File: src/rtl/nrisc_alu_pkg.sv
// Shared encodings for the NRISC ALU operand-path sequencer: opcodes, ALU function
// codes, operand-mux sources, FSM states and the packed micro-op control word.
package nrisc_alu_pkg;

    localparam logic [2:0] OP_NOT = 3'd0;
    localparam logic [2:0] OP_ADD = 3'd1;
    localparam logic [2:0] OP_SUB = 3'd2;
    localparam logic [2:0] OP_AND = 3'd3;
    localparam logic [2:0] OP_OR  = 3'd4;
    localparam logic [2:0] OP_INC = 3'd5;
    localparam logic [2:0] OP_DEC = 3'd6;
    localparam logic [2:0] OP_NEG = 3'd7;

    localparam logic [2:0] FN_ADD = 3'd0;
    localparam logic [2:0] FN_SUB = 3'd1;
    localparam logic [2:0] FN_AND = 3'd2;
    localparam logic [2:0] FN_OR  = 3'd3;
    localparam logic [2:0] FN_XOR = 3'd4;

    localparam logic [1:0] SRC_REGA = 2'd0;
    localparam logic [1:0] SRC_REGB = 2'd1;
    localparam logic [1:0] SRC_IMM  = 2'd2;
    localparam logic [1:0] SRC_TMP  = 2'd3;

    typedef enum logic [1:0] {
        ST_IDLE,
        ST_EXEC1,
        ST_EXEC2,
        ST_WB
    } state_t;

    typedef struct packed {
        logic [1:0] sel_a;
        logic [1:0] sel_b;
        logic       cmp2;
        logic       incdec;
        logic [2:0] func;
    } ctrl_t;

endpackage

File: src/rtl/alu_uop_decode.sv
// Combinational micro-op decoder: {opcode, step, src_a, src_b} -> ALU control word.
// Step 1 exists only for NEG and adds one to the inverted operand held in TMP.
module alu_uop_decode
    import nrisc_alu_pkg::*;
(
    input  logic [2:0] opcode,
    input  logic       step,
    input  logic [1:0] src_a,
    input  logic [1:0] src_b,
    output ctrl_t      ctrl
);

    always_comb begin
        ctrl = '0;
        if (step) begin
            ctrl.sel_a  = SRC_TMP;
            ctrl.incdec = 1'b1;
            ctrl.func   = FN_ADD;
        end else begin
            unique case (opcode)
                // NEG starts as NOT: all-ones XOR B gives ~B
                OP_NOT, OP_NEG: begin
                    ctrl.cmp2  = 1'b1;
                    ctrl.sel_b = src_b;
                    ctrl.func  = FN_XOR;
                end
                OP_ADD: begin
                    ctrl.sel_a = src_a;
                    ctrl.sel_b = src_b;
                    ctrl.func  = FN_ADD;
                end
                OP_SUB: begin
                    ctrl.sel_a = src_a;
                    ctrl.sel_b = src_b;
                    ctrl.func  = FN_SUB;
                end
                OP_AND: begin
                    ctrl.sel_a = src_a;
                    ctrl.sel_b = src_b;
                    ctrl.func  = FN_AND;
                end
                OP_OR: begin
                    ctrl.sel_a = src_a;
                    ctrl.sel_b = src_b;
                    ctrl.func  = FN_OR;
                end
                OP_INC: begin
                    ctrl.sel_a  = src_a;
                    ctrl.incdec = 1'b1;
                    ctrl.func   = FN_ADD;
                end
                OP_DEC: begin
                    ctrl.sel_a  = src_a;
                    ctrl.incdec = 1'b1;
                    ctrl.func   = FN_SUB;
                end
                default: ctrl = '0;
            endcase
        end
    end

endmodule

File: src/rtl/alu_op_sequencer.sv
// NRISC ALU operand-path sequencer: one op per handshake, 1-2 micro-ops, TMP capture, one write-back.
// Optional ALU_FLAGS_EN adds a FLAGS[2:0] = {C,N,Z} output captured on the final exec edge.
module alu_op_sequencer
    import nrisc_alu_pkg::*;
#(
    parameter int TAM   = 16,
    parameter int RADDR = 3
) (
    input  logic             clk,
    input  logic             rst,
    input  logic             OP_VALID,
    output logic             OP_READY,
    input  logic [2:0]       OP_CODE,
    input  logic [1:0]       OP_SRC_A,
    input  logic [1:0]       OP_SRC_B,
    input  logic [RADDR-1:0] OP_RD,
    input  logic [TAM-1:0]   ALU_RESULT,
    input  logic             ALU_CARRY,
    output logic [3:0]       MUX_SEL_A,
    output logic [3:0]       MUX_SEL_B,
    output logic             CMP2,
    output logic             INCDEC,
    output logic [2:0]       ALU_FUNC,
    output logic [TAM-1:0]   TMP_Q,
    output logic             WB_EN,
    output logic [RADDR-1:0] WB_ADDR,
    output logic [TAM-1:0]   WB_DATA,
`ifdef ALU_FLAGS_EN
    output logic [2:0]       FLAGS,
`endif
    output logic             DONE
);

    state_t           state;
    logic [2:0]       op_q;
    logic [RADDR-1:0] rd_q;
    ctrl_t            ctrl_q;
    ctrl_t            dec_ctrl;
    logic [TAM-1:0]   tmp_q;
    logic [2:0]       dec_op;
    logic             dec_step;
    logic             final_exec;

    // Control words are registered one state early so they are stable during the state.
    assign dec_op   = (state == ST_IDLE) ? OP_CODE : op_q;
    assign dec_step = (state == ST_EXEC1);

    alu_uop_decode u_decode (
        .opcode (dec_op),
        .step   (dec_step),
        .src_a  (OP_SRC_A),
        .src_b  (OP_SRC_B),
        .ctrl   (dec_ctrl)
    );

    assign final_exec = ((state == ST_EXEC1) && (op_q != OP_NEG)) || (state == ST_EXEC2);

    assign MUX_SEL_A = {2'b00, ctrl_q.sel_a};
    assign MUX_SEL_B = {2'b00, ctrl_q.sel_b};
    assign CMP2      = ctrl_q.cmp2;
    assign INCDEC    = ctrl_q.incdec;
    assign ALU_FUNC  = ctrl_q.func;
    assign TMP_Q     = tmp_q;
    assign WB_DATA   = tmp_q;

    always_ff @(posedge clk or posedge rst) begin
        if (rst) begin
            state    <= ST_IDLE;
            op_q     <= '0;
            rd_q     <= '0;
            ctrl_q   <= '0;
            tmp_q    <= '0;
            OP_READY <= 1'b0;
            WB_EN    <= 1'b0;
            WB_ADDR  <= '0;
            DONE     <= 1'b0;
        end else begin
            unique case (state)
                ST_IDLE: begin
                    if (OP_VALID && OP_READY) begin
                        op_q     <= OP_CODE;
                        rd_q     <= OP_RD;
                        ctrl_q   <= dec_ctrl;
                        OP_READY <= 1'b0;
                        state    <= ST_EXEC1;
                    end else begin
                        OP_READY <= 1'b1;
                    end
                end
                ST_EXEC1: begin
                    tmp_q <= ALU_RESULT;
                    if (op_q == OP_NEG) begin
                        ctrl_q <= dec_ctrl;
                        state  <= ST_EXEC2;
                    end else begin
                        ctrl_q  <= '0;
                        WB_EN   <= 1'b1;
                        WB_ADDR <= rd_q;
                        DONE    <= 1'b1;
                        state   <= ST_WB;
                    end
                end
                ST_EXEC2: begin
                    tmp_q   <= ALU_RESULT;
                    ctrl_q  <= '0;
                    WB_EN   <= 1'b1;
                    WB_ADDR <= rd_q;
                    DONE    <= 1'b1;
                    state   <= ST_WB;
                end
                ST_WB: begin
                    WB_EN    <= 1'b0;
                    WB_ADDR  <= '0;
                    DONE     <= 1'b0;
                    OP_READY <= 1'b1;
                    state    <= ST_IDLE;
                end
                default: state <= ST_IDLE;
            endcase
        end
    end

`ifdef ALU_FLAGS_EN
    always_ff @(posedge clk or posedge rst) begin
        if (rst) begin
            FLAGS <= '0;
        end else if (final_exec) begin
            FLAGS <= {ALU_CARRY, ALU_RESULT[TAM-1], (ALU_RESULT == '0)};
        end
    end
`else
    logic unused_flag_inputs;
    assign unused_flag_inputs = ALU_CARRY ^ final_exec;
`endif

endmodule

File: config.mk
export PLATFORM = sky130hd
export DESIGN_NAME = alu_op_sequencer
export DESIGN_NICKNAME = d
export VERILOG_FILES = /design/src/rtl/nrisc_alu_pkg.sv /design/src/rtl/alu_uop_decode.sv /design/src/rtl/alu_op_sequencer.sv
export SDC_FILE = /design/constraint.sdc
export NUM_CORES = 1
export LEC_CHECK = 0
export BUFFER_PORTS_ARGS = -buffer_cell sky130_fd_sc_hd__buf_2
export CAP_MARGIN = 30
export CORE_ASPECT_RATIO = 0.75
export CORE_MARGIN = 8
export CORE_UTILIZATION = 35
export DETAILED_ROUTE_END_ITERATION = 7
export GPL_ROUTABILITY_DRIVEN = 0
export HOLD_SLACK_MARGIN = 0.08
export PLACE_DENSITY = 0.59
export SYNTH_ARGS = -nofsm -noshare
export SYNTH_HDL_FRONTEND = slang
export SYNTH_HIERARCHICAL = 1
export SYNTH_SLANG_ARGS = --single-unit
File: constraint.sdc
create_clock -name clk -period 2.7 [get_ports clk]
set_input_delay 0.81 -clock clk [delete_from_list [all_inputs] [get_ports clk]]
set_output_delay 0.81 -clock clk [all_outputs]
set_load 0.02 [all_outputs]
# Yosys cells after proc, flatten, opt, wreduce, memory -nomap -nowiden
# Index checks and enable logic that the tools add are counted.
# Widths: inputs -> output; s select.
[word_totals] regBits=38 inputBits=30 out_inout_bits=51 wordCells=62
[op_classes] n_eq_ne=13 muxes=21 reduce_logical=16
[op_table] op="$pmux 9 s3" count=1
[op_table] op="$mux 9" count=2
[op_table] op="$eq 3x3->1 const B" count=5
[op_table] op="$pmux 3 s5" count=1
[op_table] op="$reduce_or 6->1" count=2
[op_table] op="$reduce_or 2->1" count=5
[op_table] op="$mux 3" count=3
[op_table] op="$pmux 3 s3" count=1
[op_table] op="$mux 2" count=4
[op_table] op="$pmux 2 s4" count=1
[op_table] op="$eq 3x2->1 const B" count=2
[op_table] op="$reduce_and 2->1" count=3
[op_table] op="$reduce_bool 3->1" count=2
[op_table] op="$mux 1" count=5
[op_table] op="$eq 2x2->1 const B" count=2
[op_table] op="$mux 4" count=1
[op_table] op="$eq 3x1->1 const B" count=1
[op_table] op="$logic_not 3->1" count=1
[op_table] op="$pmux 1 s3" count=1
[op_table] op="$eq 2x1->1 const B" count=1
[op_table] op="$logic_not 2->1" count=1
[op_table] op="$ne 2x1->1 const B" count=1
[op_table] op="$ne 2x2->1 const B" count=1
[op_table] op="$pmux 1 s2" count=1
[op_table] op="2 further kinds" count=2

# Logic depth before layout (Yosys ltp)
[depth] word_depth=8 ltp_mapped=10 mapped_depth_nobuf=9

# By module
# Netlist, hierarchy kept.
[by_module_without_submodules] module="alu_op_sequencer" n_inst=1 cells_per_inst=141 area_each_um2=1786.7 seq_area_each_um2=950.9
[by_module_without_submodules] module="alu_uop_decode" n_inst=1 cells_per_inst=29 area_each_um2=207.7 seq_area_each_um2=0.0

# Worst setup path before layout
# OpenSTA, ideal clock, no wires.
[synth_path] path_type="input -> register" from="in OP_CODE[0]" to="reg ctrl_q, in the netlist ALU_FUNC[2]" setup_time_ps=122 arrival_ps=2021 t_required_ps=2578 path_slack_ps=557 path_stages=7 n_path_buf=0 cell_sequence="mux2_2 -> inv_1 -> ha_1 -> mux2i_2 -> nor3b_2 -> nor2b_1 -> a32o_1"
[synth_lines] item="start: declaration" line="alu_op_sequencer.sv:13" text="input logic [2:0] OP_CODE,"
[synth_lines] item="end signal: assignment" line="alu_op_sequencer.sv:83" text="ctrl_q <= dec_ctrl;"
[synth_lines] item="end signal: assignment" line="alu_op_sequencer.sv:93" text="ctrl_q <= dec_ctrl;"
[synth_lines] item="end: declaration" line="alu_op_sequencer.sv:37" text="ctrl_t ctrl_q;"

==> results.cfg <==
[power]
vdd_ir_drop_max_v = 0.000578
power_density_nw_per_um2 = 1500
combinationalPowerShare_pct = 60.7
power_leakage_nw = 1.19
p_clk_share_pct = 11.4
share_seq_of_total_power_pct = 27.9
swShare_pct = 44.9
power.switching_mw = 1.60
p_int_mw = 1.97

[setup_path]
rr_startpoint = state[1]
worst_path_largest_cell_delay_ns = 0.41
crit_slowest_cell = mux2_2
crit_chain = inv_1 -> ha_1 -> mux2_2 -> inv_1 -> ha_1 -> mux2i_2 -> nor3b_2 -> nor2b_1 -> a32o_1
end_kind = flop
worst-path-max-fanout = 8
r2r_slack_ns = 0.24
r2r_end = ALU_FUNC[2]
critPathTopFamily = adder cells
cp.required_ns = 2.88
cp-start-kind = flop
ff2ff_path_depth = 9
critPathBufInv = 2
critPathArrivalTime_ns = 2.64
worstSetupPathType = reg -> reg

[global_routing]
met1_usage_pct = 14.9
grt-ovfl-total = 0
top_usage_layer = met1
grtUsageTotal_pct = 10.5
grt_antenna_before_repair = 0
grt_pass1_vias = 1404
grt_max_degree = 39
use_met3_pct = 4.10
met2_usage_pct = 14.7
grt_pass1_wl_um = 6910

[yosys]
synthCells = 170
yosysMostFrequentCell = dfrtp_1
ys_top_cells_by_area = dfrtp_1 (48%), mux2_2 (14%), buf_4 (8.3%)
synth_top_area_cell = dfrtp_1
netlist.area_leader.share_pct = 47.7
synth_edf_count = 0
yosysWarnings = 6
dominantRegCellSynth = dfrtp_1
seq_area_frac_synth_pct = 47.7
async_flop_share_pct = 100
ys_types = 28
synth_area_per_cell_um2 = 11.7
syn_area_um2 = 1990
ys_top_cells_by_count = dfrtp_1 (38), mux2_2 (25), buf_4 (22)
ys_seq_elements = 38

[timing]
period_share_pct = 91.0
setup_viol = 0
rsz0062_at_grt = false
finClkSkew_ns = 0.00403
finalCriticalPeriod_ns = 2.46
fmax_mhz = 407
hold_viol = 0
worst_pin_slew_ns = 0.547
report.final.slew_viol_count = 0
timing.setup.tns_ns = 0
slew_headroom_pct = 63.5
finalWorstSetupSlack_ns = 0.243

[hold_path]
hp-class = reg -> reg
min_path_cells = 2
hold_end = WB_ADDR[2]
hp-start = WB_ADDR[2]

[layout]
stdcell_area_um2 = 2380
final_nets = 267
antennaDiodeCount = 0
stdcell_count = 305
drive_gt1_share_pct = 50.0
final_core_util_pct = 44.0
fill_cells = 561
syn_to_final_growth_pct = 19.3

[die]
core_um2 = 5410
die_h_um = 81.4
std_cell_rows = 23
die-area_um2 = 8400
start_util_pct = 36.9
die_w_um = 103
io_pins = 81

[drt]
wl_per_cell_um = 14.4
first_pass_iters = 4
drc = 0
drt_wl_total_um = 4400
via_per_inst = 4.45
final_antenna_net_count = 0
vias = 1357
drt_iter0_markers = 25

[clock_tree]
cts_tree = yes
cts.sinks = 38
clk_latency_ns = 0.28
cts_buffer_depth = 2
cts_resized = 0
numCtsBuffers = 5
cts_max_level = 2
cts.clk_slew.worst_paths_ns = 0.08
cts-hold-fix-buffers = 0
cts_setup_buffers = 0
cts_root_buf = clkbuf_8

[run]
drv_cap = 0

[placement]
placed_area_um2 = 2280
io_buffers = 75
dpl_worst_slack_ns = 0.287
dp.cells = 297
dp_hpwl_um = 3220

[run_status]
status = finished, final reports clean
## worst max path at each step
stage	startpoint	end	slack (ns)	cells past startpoint
finish	state[1]	ALU_FUNC[2]	0.24	9
global route	state[0]	ALU_FUNC[2]	0.08	9
CTS	state[1]	ALU_FUNC[2]	0.23	9
detailed placement	state[1]	ALU_FUNC[2]	0.29	9
global placement	OP_CODE[0]	ALU_FUNC[0]	0.32	7
floorplan	OP_CODE[0]	ALU_FUNC[2]	0.56	7
## final cells by class
| type | count | area [um^2] | area share (%) |
|---|---|---|---|
| sequential | 38 | 951 | 40.0 |
| multi-input combinational | 98 | 815 | 34.2 |
| timing repair buffer | 77 | 390 | 16.4 |
| tap | 75 | 93.8 | 3.95 |
| clock buffer | 6 | 82.6 | 3.47 |
| inverter | 9 | 33.8 | 1.42 |
| clock inverter | 2 | 12.5 | 0.526 |
## metal layers
layer,share of wire (%),up-vias
met4,0,0
met1,50,619
met3,11,0
met5,0,-
li1,-,679
met2,39,59
## logic make-up (layout without fill, tap and decap cells)
kind of cell / count (synthesis) / count (layout) / share of synthesized area [%]
flip-flops: 38 / 38 / 47.7
buffers and inverters: 37 / 94 / 12.0
AND/OR/NAND/NOR: 30 / 30 / 8.16
AO/OA/AOI/OAI: 28 / 28 / 11.1
multiplexers: 28 / 28 / 15.8
adder cells (fa/ha/maj): 8 / 8 / 5.02
other: 1 / 4 / 0.188
## through the flow
stage / power (mW) / hold slack [ns]
5_1_grt: 3.88 / 0.519
2_1_floorplan: 2.82 / 0.481
4_1_cts: 3.64 / 0.485
6_report: 3.57 / 0.477
3_3_place_gp: 3.17 / 0.459
3_5_place_dp: 3.20 / 0.467
## flip-flops by register name, summed over array words and instances (netlist names), 2 cells and up
name	cells
TMP_Q	16
ALU_FUNC	3
state	2
rd_q	3
WB_ADDR	3
MUX_SEL_B	2
op_q	3
MUX_SEL_A	2
## worst register-to-register path: stages (launching register included)
cell	delay, ns
dfrtp_1	0.40
inv_1	0.11
ha_1	0.33
mux2_2	0.41
inv_1	0.13
ha_1	0.25
mux2i_2	0.14
nor3b_2	0.17
nor2b_1	0.15
a32o_1	0.27
## power groups by stage
| stage | registers [mW] | logic, mW | clock network (mW) |
|---|---|---|---|
| final | 0.997 | 2.17 | 0.407 |
| after CTS | 1.00 | 2.20 | 0.431 |
| after global placement | 1.00 | 2.17 | 0 |
| after global routing | 1.04 | 2.38 | 0.455 |
| after floorplan | 1.24 | 1.59 | 0 |
| after detailed placement | 1.01 | 2.19 | 0 |
## cell usage in the layout (no fill, tap or decap)
master	count
nor3_1	1
a211oi_1	2
clkbuf_8	6
a21oi_1	4
ha_1	8
a31oi_1	1
a21bo_4	1
inv_1	9
buf_2	75
buf_4	2
nor2_1	6
mux2i_1	2
dfrtp_1	38
nor3b_2	1
o21bai_1	1
mux2i_2	1
a41o_1	1
o21ai_2	1
mux2_2	25
nor2b_1	10
nand2_1	5
clkinvlp_4	1
nand3_1	2
a32o_1	9
o21ai_0	7
a211oi_2	1
conb_1	4
nand2b_1	5
clkinv_2	1
Note: power is estimated with default switching activity, not from simulation.
